[src/rtl/gps_spi_rx.sv]
// gps_spi_rx
// SPI slave receiver for the GPS sample link (MCU_SCK/MCU_SS/MCU_MOSI).
// The SPI lines are oversampled in the MCU_CLK_25_000 domain, and bytes are
// deframed in mode 0, MSB first. Received bytes go into a small FIFO. Each
// byte is then handed out as two 4-bit samples {I0,I1,Q0,Q1}, high nibble
// first, on a valid/ready stream.
//
// Ports
//   MCU_CLK_25_000  in   sole clock, rising edge
//   MCU_RESET_N     in   asynchronous active-low reset
//   MCU_SCK/SS/MOSI in   SPI lines, asynchronous to MCU_CLK_25_000
//   SAMPLE_DATA     out  4-bit sample, bit3 = I0
//   SAMPLE_VALID    out  a sample is presented
//   SAMPLE_READY    in   consumer accepts (transfer on VALID & READY)
//   FIFO_LEVEL      out  bytes currently buffered
//   OVERFLOW        out  sticky, a byte was dropped because the FIFO was full
//   FRAME_ERR       out  sticky, SS was released mid-byte
//   CLR_STATUS      in   pulse that clears the sticky flags and the counters
//   OVERFLOW_CNT    out  saturating drop counter (GPS_SPI_RX_STATS_EN only)
//   FRAME_ERR_CNT   out  saturating framing error counter (GPS_SPI_RX_STATS_EN only)
//
// Optional build macro: GPS_SPI_RX_STATS_EN adds the two 8-bit event counters.
//
// Receive FSM
//   state   | meaning
//   S_IDLE  | SS_s high: SCK edges are ignored and bit_cnt is held at 0
//   S_SHIFT | SS_s low: shift on each synchronised SCK rising edge

module gps_spi_rx #(
   parameter int FIFO_DEPTH = 8,
   parameter int LEVEL_W    = $clog2(FIFO_DEPTH + 1)
) (
   input  logic               MCU_CLK_25_000,
   input  logic               MCU_RESET_N,
   input  logic               MCU_SCK,
   input  logic               MCU_SS,
   input  logic               MCU_MOSI,
   output logic [3:0]         SAMPLE_DATA,
   output logic               SAMPLE_VALID,
   input  logic               SAMPLE_READY,
   output logic [LEVEL_W-1:0] FIFO_LEVEL,
   output logic               OVERFLOW,
   output logic               FRAME_ERR,
`ifdef GPS_SPI_RX_STATS_EN
   output logic [7:0]         OVERFLOW_CNT,
   output logic [7:0]         FRAME_ERR_CNT,
`endif
   input  logic               CLR_STATUS
);

   localparam int AW = (FIFO_DEPTH > 1) ? $clog2(FIFO_DEPTH) : 1;

   typedef enum logic {S_IDLE, S_SHIFT} rx_state_t;

   logic sck_s1, sck_s2, sck_s3;
   logic ss_s1, ss_s2;
   logic mosi_s1, mosi_s2;
   logic sck_rise;

   rx_state_t state, state_nxt;
   logic [2:0] bit_cnt;
   logic [6:0] sr;
   logic       shift_en, byte_done_evt, frame_err_evt;
   logic       byte_rdy;
   logic [7:0] byte_q;
   logic       push_en;
   logic [7:0] push_byte;

   logic [7:0]         mem [FIFO_DEPTH];
   logic [AW-1:0]      wr_ptr, rd_ptr;
   logic [LEVEL_W-1:0] count;
   logic               full, empty, pop, wr_ok, ovf_evt;
   logic               phase;
   logic [7:0]         head;

   // The sync flops preset to the idle bus state, so a reset never shows up
   // as a false SS edge or SCK edge.
   always_ff @(posedge MCU_CLK_25_000 or negedge MCU_RESET_N) begin
      if (!MCU_RESET_N) begin
         sck_s1  <= 1'b0;
         sck_s2  <= 1'b0;
         sck_s3  <= 1'b0;
         ss_s1   <= 1'b1;
         ss_s2   <= 1'b1;
         mosi_s1 <= 1'b0;
         mosi_s2 <= 1'b0;
      end else begin
         sck_s1  <= MCU_SCK;
         sck_s2  <= sck_s1;
         sck_s3  <= sck_s2;
         ss_s1   <= MCU_SS;
         ss_s2   <= ss_s1;
         mosi_s1 <= MCU_MOSI;
         mosi_s2 <= mosi_s1;
      end
   end

   assign sck_rise = sck_s2 & ~sck_s3;

   always_ff @(posedge MCU_CLK_25_000 or negedge MCU_RESET_N) begin
      if (!MCU_RESET_N) state <= S_IDLE;
      else              state <= state_nxt;
   end

   always_comb begin
      state_nxt     = state;
      shift_en      = 1'b0;
      byte_done_evt = 1'b0;
      frame_err_evt = 1'b0;
      case (state)
         S_IDLE: begin
            if (!ss_s2) state_nxt = S_SHIFT;
         end
         S_SHIFT: begin
            if (ss_s2) begin
               state_nxt     = S_IDLE;
               frame_err_evt = (bit_cnt != 3'd0);
            end else if (sck_rise) begin
               shift_en      = 1'b1;
               byte_done_evt = (bit_cnt == 3'd7);
            end
         end
         default: state_nxt = S_IDLE;
      endcase
   end

   // A completed byte takes two register stages to reach the FIFO write
   // port, which sets the fixed SCK-to-SAMPLE_VALID latency.
   always_ff @(posedge MCU_CLK_25_000 or negedge MCU_RESET_N) begin
      if (!MCU_RESET_N) begin
         bit_cnt   <= 3'd0;
         sr        <= 7'd0;
         byte_rdy  <= 1'b0;
         byte_q    <= 8'd0;
         push_en   <= 1'b0;
         push_byte <= 8'd0;
      end else begin
         if (state_nxt == S_IDLE) bit_cnt <= 3'd0;
         else if (shift_en)       bit_cnt <= bit_cnt + 3'd1;
         if (shift_en) sr <= {sr[5:0], mosi_s2};
         byte_rdy <= byte_done_evt;
         if (byte_done_evt) byte_q <= {sr, mosi_s2};
         push_en   <= byte_rdy;
         push_byte <= byte_q;
      end
   end

   assign empty = (count == '0);
   assign full  = (count == LEVEL_W'(FIFO_DEPTH));
   assign pop   = SAMPLE_VALID & SAMPLE_READY & phase;
   // A pop in the same cycle frees the slot, so a push into a full FIFO
   // still lands.
   assign wr_ok   = push_en & (~full | pop);
   assign ovf_evt = push_en & full & ~pop;

   always_ff @(posedge MCU_CLK_25_000) begin
      if (wr_ok) mem[wr_ptr] <= push_byte;
   end

   always_ff @(posedge MCU_CLK_25_000 or negedge MCU_RESET_N) begin
      if (!MCU_RESET_N) begin
         wr_ptr <= '0;
         rd_ptr <= '0;
         count  <= '0;
         phase  <= 1'b0;
      end else begin
         if (wr_ok) wr_ptr <= wr_ptr + 1'b1;
         if (pop)   rd_ptr <= rd_ptr + 1'b1;
         case ({wr_ok, pop})
            2'b10:   count <= count + 1'b1;
            2'b01:   count <= count - 1'b1;
            default: count <= count;
         endcase
         if (SAMPLE_VALID && SAMPLE_READY) phase <= ~phase;
      end
   end

   assign head         = mem[rd_ptr];
   assign SAMPLE_VALID = ~empty;
   assign SAMPLE_DATA  = empty ? 4'd0 : (phase ? head[3:0] : head[7:4]);
   assign FIFO_LEVEL   = count;

   // A new event in the same cycle as CLR_STATUS takes priority.
   always_ff @(posedge MCU_CLK_25_000 or negedge MCU_RESET_N) begin
      if (!MCU_RESET_N) begin
         OVERFLOW  <= 1'b0;
         FRAME_ERR <= 1'b0;
      end else begin
         if (ovf_evt)         OVERFLOW <= 1'b1;
         else if (CLR_STATUS) OVERFLOW <= 1'b0;
         if (frame_err_evt)   FRAME_ERR <= 1'b1;
         else if (CLR_STATUS) FRAME_ERR <= 1'b0;
      end
   end

`ifdef GPS_SPI_RX_STATS_EN
   always_ff @(posedge MCU_CLK_25_000 or negedge MCU_RESET_N) begin
      if (!MCU_RESET_N) begin
         OVERFLOW_CNT  <= 8'd0;
         FRAME_ERR_CNT <= 8'd0;
      end else begin
         if (ovf_evt) begin
            if (CLR_STATUS)                OVERFLOW_CNT <= 8'd1;
            else if (OVERFLOW_CNT != 8'hFF) OVERFLOW_CNT <= OVERFLOW_CNT + 8'd1;
         end else if (CLR_STATUS) begin
            OVERFLOW_CNT <= 8'd0;
         end
         if (frame_err_evt) begin
            if (CLR_STATUS)                 FRAME_ERR_CNT <= 8'd1;
            else if (FRAME_ERR_CNT != 8'hFF) FRAME_ERR_CNT <= FRAME_ERR_CNT + 8'd1;
         end else if (CLR_STATUS) begin
            FRAME_ERR_CNT <= 8'd0;
         end
      end
   end
`endif

endmodule

[config.mk]
export PLATFORM = sky130hd
export DESIGN_NAME = gps_spi_rx
export DESIGN_NICKNAME = d
export VERILOG_FILES = /design/src/rtl/gps_spi_rx.sv
export SDC_FILE = /design/constraint.sdc
export NUM_CORES = 1
export LEC_CHECK = 0
export ABC_AREA = 1
export CORE_ASPECT_RATIO = 0.5
export CORE_MARGIN = 2
export CORE_UTILIZATION = 54
export CTS_CLUSTER_SIZE = 10
export DETAILED_ROUTE_END_ITERATION = 7
export PLACE_DENSITY = 0.75
export SYNTH_ARGS = -nofsm -noshare
export SYNTH_HDL_FRONTEND = slang
export SYNTH_SLANG_ARGS = --single-unit
[constraint.sdc]
create_clock -name MCU_CLK_25_000 -period 1.8 [get_ports MCU_CLK_25_000]
set_input_delay 0.18 -clock MCU_CLK_25_000 [delete_from_list [all_inputs] [get_ports MCU_CLK_25_000]]
set_output_delay 0.18 -clock MCU_CLK_25_000 [all_outputs]
set_load 0.03 [all_outputs]
==> out/metrics.cfg <==
[die]
core_area_sq_mm = 0.008588
rows = 24
ioPinCount = 18
initial_core_util = 0.5481
die_h_microns = 70.02
die_w_microns = 136.0
fp.dieArea_sq_mm = 0.009525

[global_routing]
grt_pass1_vias = 3210
grt_pass1_wl_microns = 16150
gr-total-overflow = 0
antenna_found_initial = 0
grt.total_usage = 0.2341
grt_max_degree = 22

[cells_and_area]
diodes = 0
layout-drive-gt1-share = 0.2989
fillCellCount = 502
multi_input_area_sq_mm = 0.001554
syn2layout_area_growth_pct = 34.66
finalNetCount = 524
register_area_sq_mm = 0.003157
stdcell_area_sq_mm = 0.006339

[yosys]
synth_edf_count = 64
syn_inst = 437
seq_area_frac_synth = 0.6693
synth-warning-count = 0
ys_ff_latch = 113
avgSynthCellArea_sq_um = 10.77
dominantRegCellSynth = edfxtp_1
yosys.cell_types.count = 26
netlist_area_sq_mm = 0.004707
syn-num-nets = 452
async_flop_share = 0.4336

[timing]
post-route-min-period_ns = 2.082
slew_violations = 0
final_hold_viol_count = 0
worstMarginPinSlew_ns = 0.4524
fin_ws_ns = -0.2818
max_freq_mhz = 480.4
fin_skew_ns = 0.008903
finalCritPeriodShare = 1.157
fin_setup_tns_ns = -3.015
max_slew_margin = 0.6984
setup_viol = 39
grt_setup_unrepaired = true

[setup_path]
crit_slowest_cell = dfrtp_2
worstPathCellList = clkinv_4 > buf_8 > nand2_1 > nand2_1 > nand2_2 > nand3_2 > nand3_2 > a21oi_2 > buf_6
worstSetupEndpointType = primary output
crit_type = reg2out
crit_required_ns = 1.62
max_stage_delay_ns = 0.46
crit_fanout = 7
start_kind = flip-flop
arrival_ns = 1.90

[power_and_ir_drop]
finalPower_w = 0.006174
p_leak_nw = 2.817
power.density_mw_per_mm2 = 974.1
ir_drop_v = 0.0006653

[clock_network]
clock_latency_ns = 0.41
cts.clk_slew.worst_paths_ns = 0.05
cts_made_buffers = 17
tritoncts = yes
cts_buffer_depth = 2
cts_sinks = 113
cts_root_buf = clkbuf_16
htreeDepth = 4

[route]
vias_per_cell = 5.329
drc = 0
routed_wl_microns = 11080
drtPass1Iterations = 5
wl_per_cell_microns = 17.34
final_antenna_net_count = 0
drt-initial-drc-count = 421
vias = 3405

[run]
cap_violations = 0

[hold_path]
hp-class = in2reg

[status]
status = complete, but fails checks
violations = setup timing

[placement]
dp_hpwl_microns = 6005
place_area_sq_mm = 0.005304
gp_congestion = 0.7952
port_buffers = 17

==> state kept, by name (all words and copies together) (netlist names), 3 cells and up <==
| register | flops |
|---|---|
| FIFO_LEVEL | 4 |
| bit_cnt | 3 |
| byte_q | 8 |
| mem | 64 |
| push_byte | 8 |
| rd_ptr | 3 |
| sr | 7 |
| wr_ptr | 3 |
==> timing repair <==
action | in CTS | in global routing
hold buffers | 1 | 0
cloned | 1 | 2
endpoints found under the hold margin | 15 | 0
buffers inserted | 5 | 6
setup endpoints to repair | 11 | 60
resized for setup | 44 | 40
pin swaps | 17 | 16
==> cells by family (layout without fill, tap and decap cells) <==
logic type      Yosys count  in the layout  synth area share
buf+inv                  74            159           0.06512
simple gates            207            207            0.2015
flops                   113            113            0.6693
compound gates           28             28           0.02977
fa+ha+maj                 8              8           0.02127
xor+xnor                  7              7           0.01303
==> Yosys cell counts (3+ instances only) <==
cell type  instances  area [sq um]
nand2_1          139         521.8
edfxtp_1          64          1922
inv_1             56         210.2
dfrtp_1           47          1176
nand3_1           47         235.2
o21ai_0           21         105.1
buf_2              8         40.04
ha_1               8         100.1
a21oi_1            6         30.03
nor2_2             5         31.28
xor2_1             5         43.79
nor2_1             4         15.01
nor3_2             4         40.04
buf_4              3         22.52
inv_2              3         11.26
==> cell usage in the layout, fill, tap and decap left out, types with 2 or more instances in the layout <==
cell and instances:
o21ai_0 20, clkinv_2 4, a21oi_2 5, inv_1 55, nor2_1 2, clkbuf_16 18, dfrtp_1 42, dlygate4sd2_1 3
buf_8 2, nand3_4 4, clkbuf_1 4, clkdlybuf4s50_1 8, o21ai_1 2, nor2_4 7, dfstp_2 2, dfrtp_2 5
nand3_1 28, ha_4 3, clkbuf_8 5, ha_1 5, buf_4 33, nor3_4 3, nand2_4 4, nand3_2 19
xor2_1 4, edfxtp_1 64, bufinv_16 2, nand2_1 123, inv_2 3, nand2_2 14, buf_6 11, clkinv_1 2
buf_12 5
==> layout make-up <==
class	count	area share
Tap cell	117	0.02310
Clock buffer	26	0.08034
Clock inverter	6	0.01263
Timing Repair Buffer	66	0.1038
Sequential cell	113	0.4980
Multi-Input combinational cell	250	0.2452
Inverter	61	0.03691
==> power breakdown <==
group | switching (W) | internal, W | total (W)
Sequential | 0.0000183 | 0.00276 | 0.00278
Clock | 0.00109 | 0.00221 | 0.00330
Combinational | 0.0000593 | 0.0000382 | 0.0000975
Total | 0.00117 | 0.00501 | 0.00617
==> routing by layer <==
layer,wire (microns),track usage,vias up,share of wire
met3,856,0.06463,25,0.077
met4,245,0.1088,0,0.022
met1,4490,0.3059,1647,0.41
li1,-,-,1563,-
met2,5490,0.3680,170,0.50
met5,0,0,-,0
==> worst paths after layout <==
path / cells past startpoint / slack (ns) / endpoint / startpoint
max in group asynchronous: 3 / 1.01 / byte_q[3] / MCU_RESET_N
hold reg to reg: 0 / 0.34 / sck_s2 / sck_s1
setup reg to reg: 11 / -0.18 / FIFO_LEVEL[2] / FIFO_LEVEL[2]
hold / removal: 1 / 0.18 / ss_s1 / MCU_SS
setup / recovery: 9 / -0.28 / SAMPLE_DATA[1] / rd_ptr[0]
min in group asynchronous: 2 / 0.25 / sck_s2 / MCU_RESET_N
==> stage by stage <==
| step | instances | setup slack (ns) | hold WS (ns) | utilization |
|---|---|---|---|---|
| 2_1_floorplan | 437 | -0.2898 | -0.1156 | - |
| 3_3_place_gp | 595 | -0.1269 | 0.1497 | 0.6176 |
| 3_5_place_dp | 595 | -0.2108 | 0.1506 | 0.6176 |
| 4_1_cts | 634 | -0.1987 | 0.1644 | 0.7137 |
| 5_1_grt | 639 | -0.3847 | 0.1779 | 0.7381 |
| 6_report | 639 | -0.2818 | 0.1760 | 0.7381 |
==> worst max-delay path: cells and delay by family (launching register included) <==
family,cells,cell delay (ns)
flops,1,0.46
compound gates,1,0.19
buf+inv,3,0.42
simple gates,5,0.41
(Power assumes the default switching activity.)
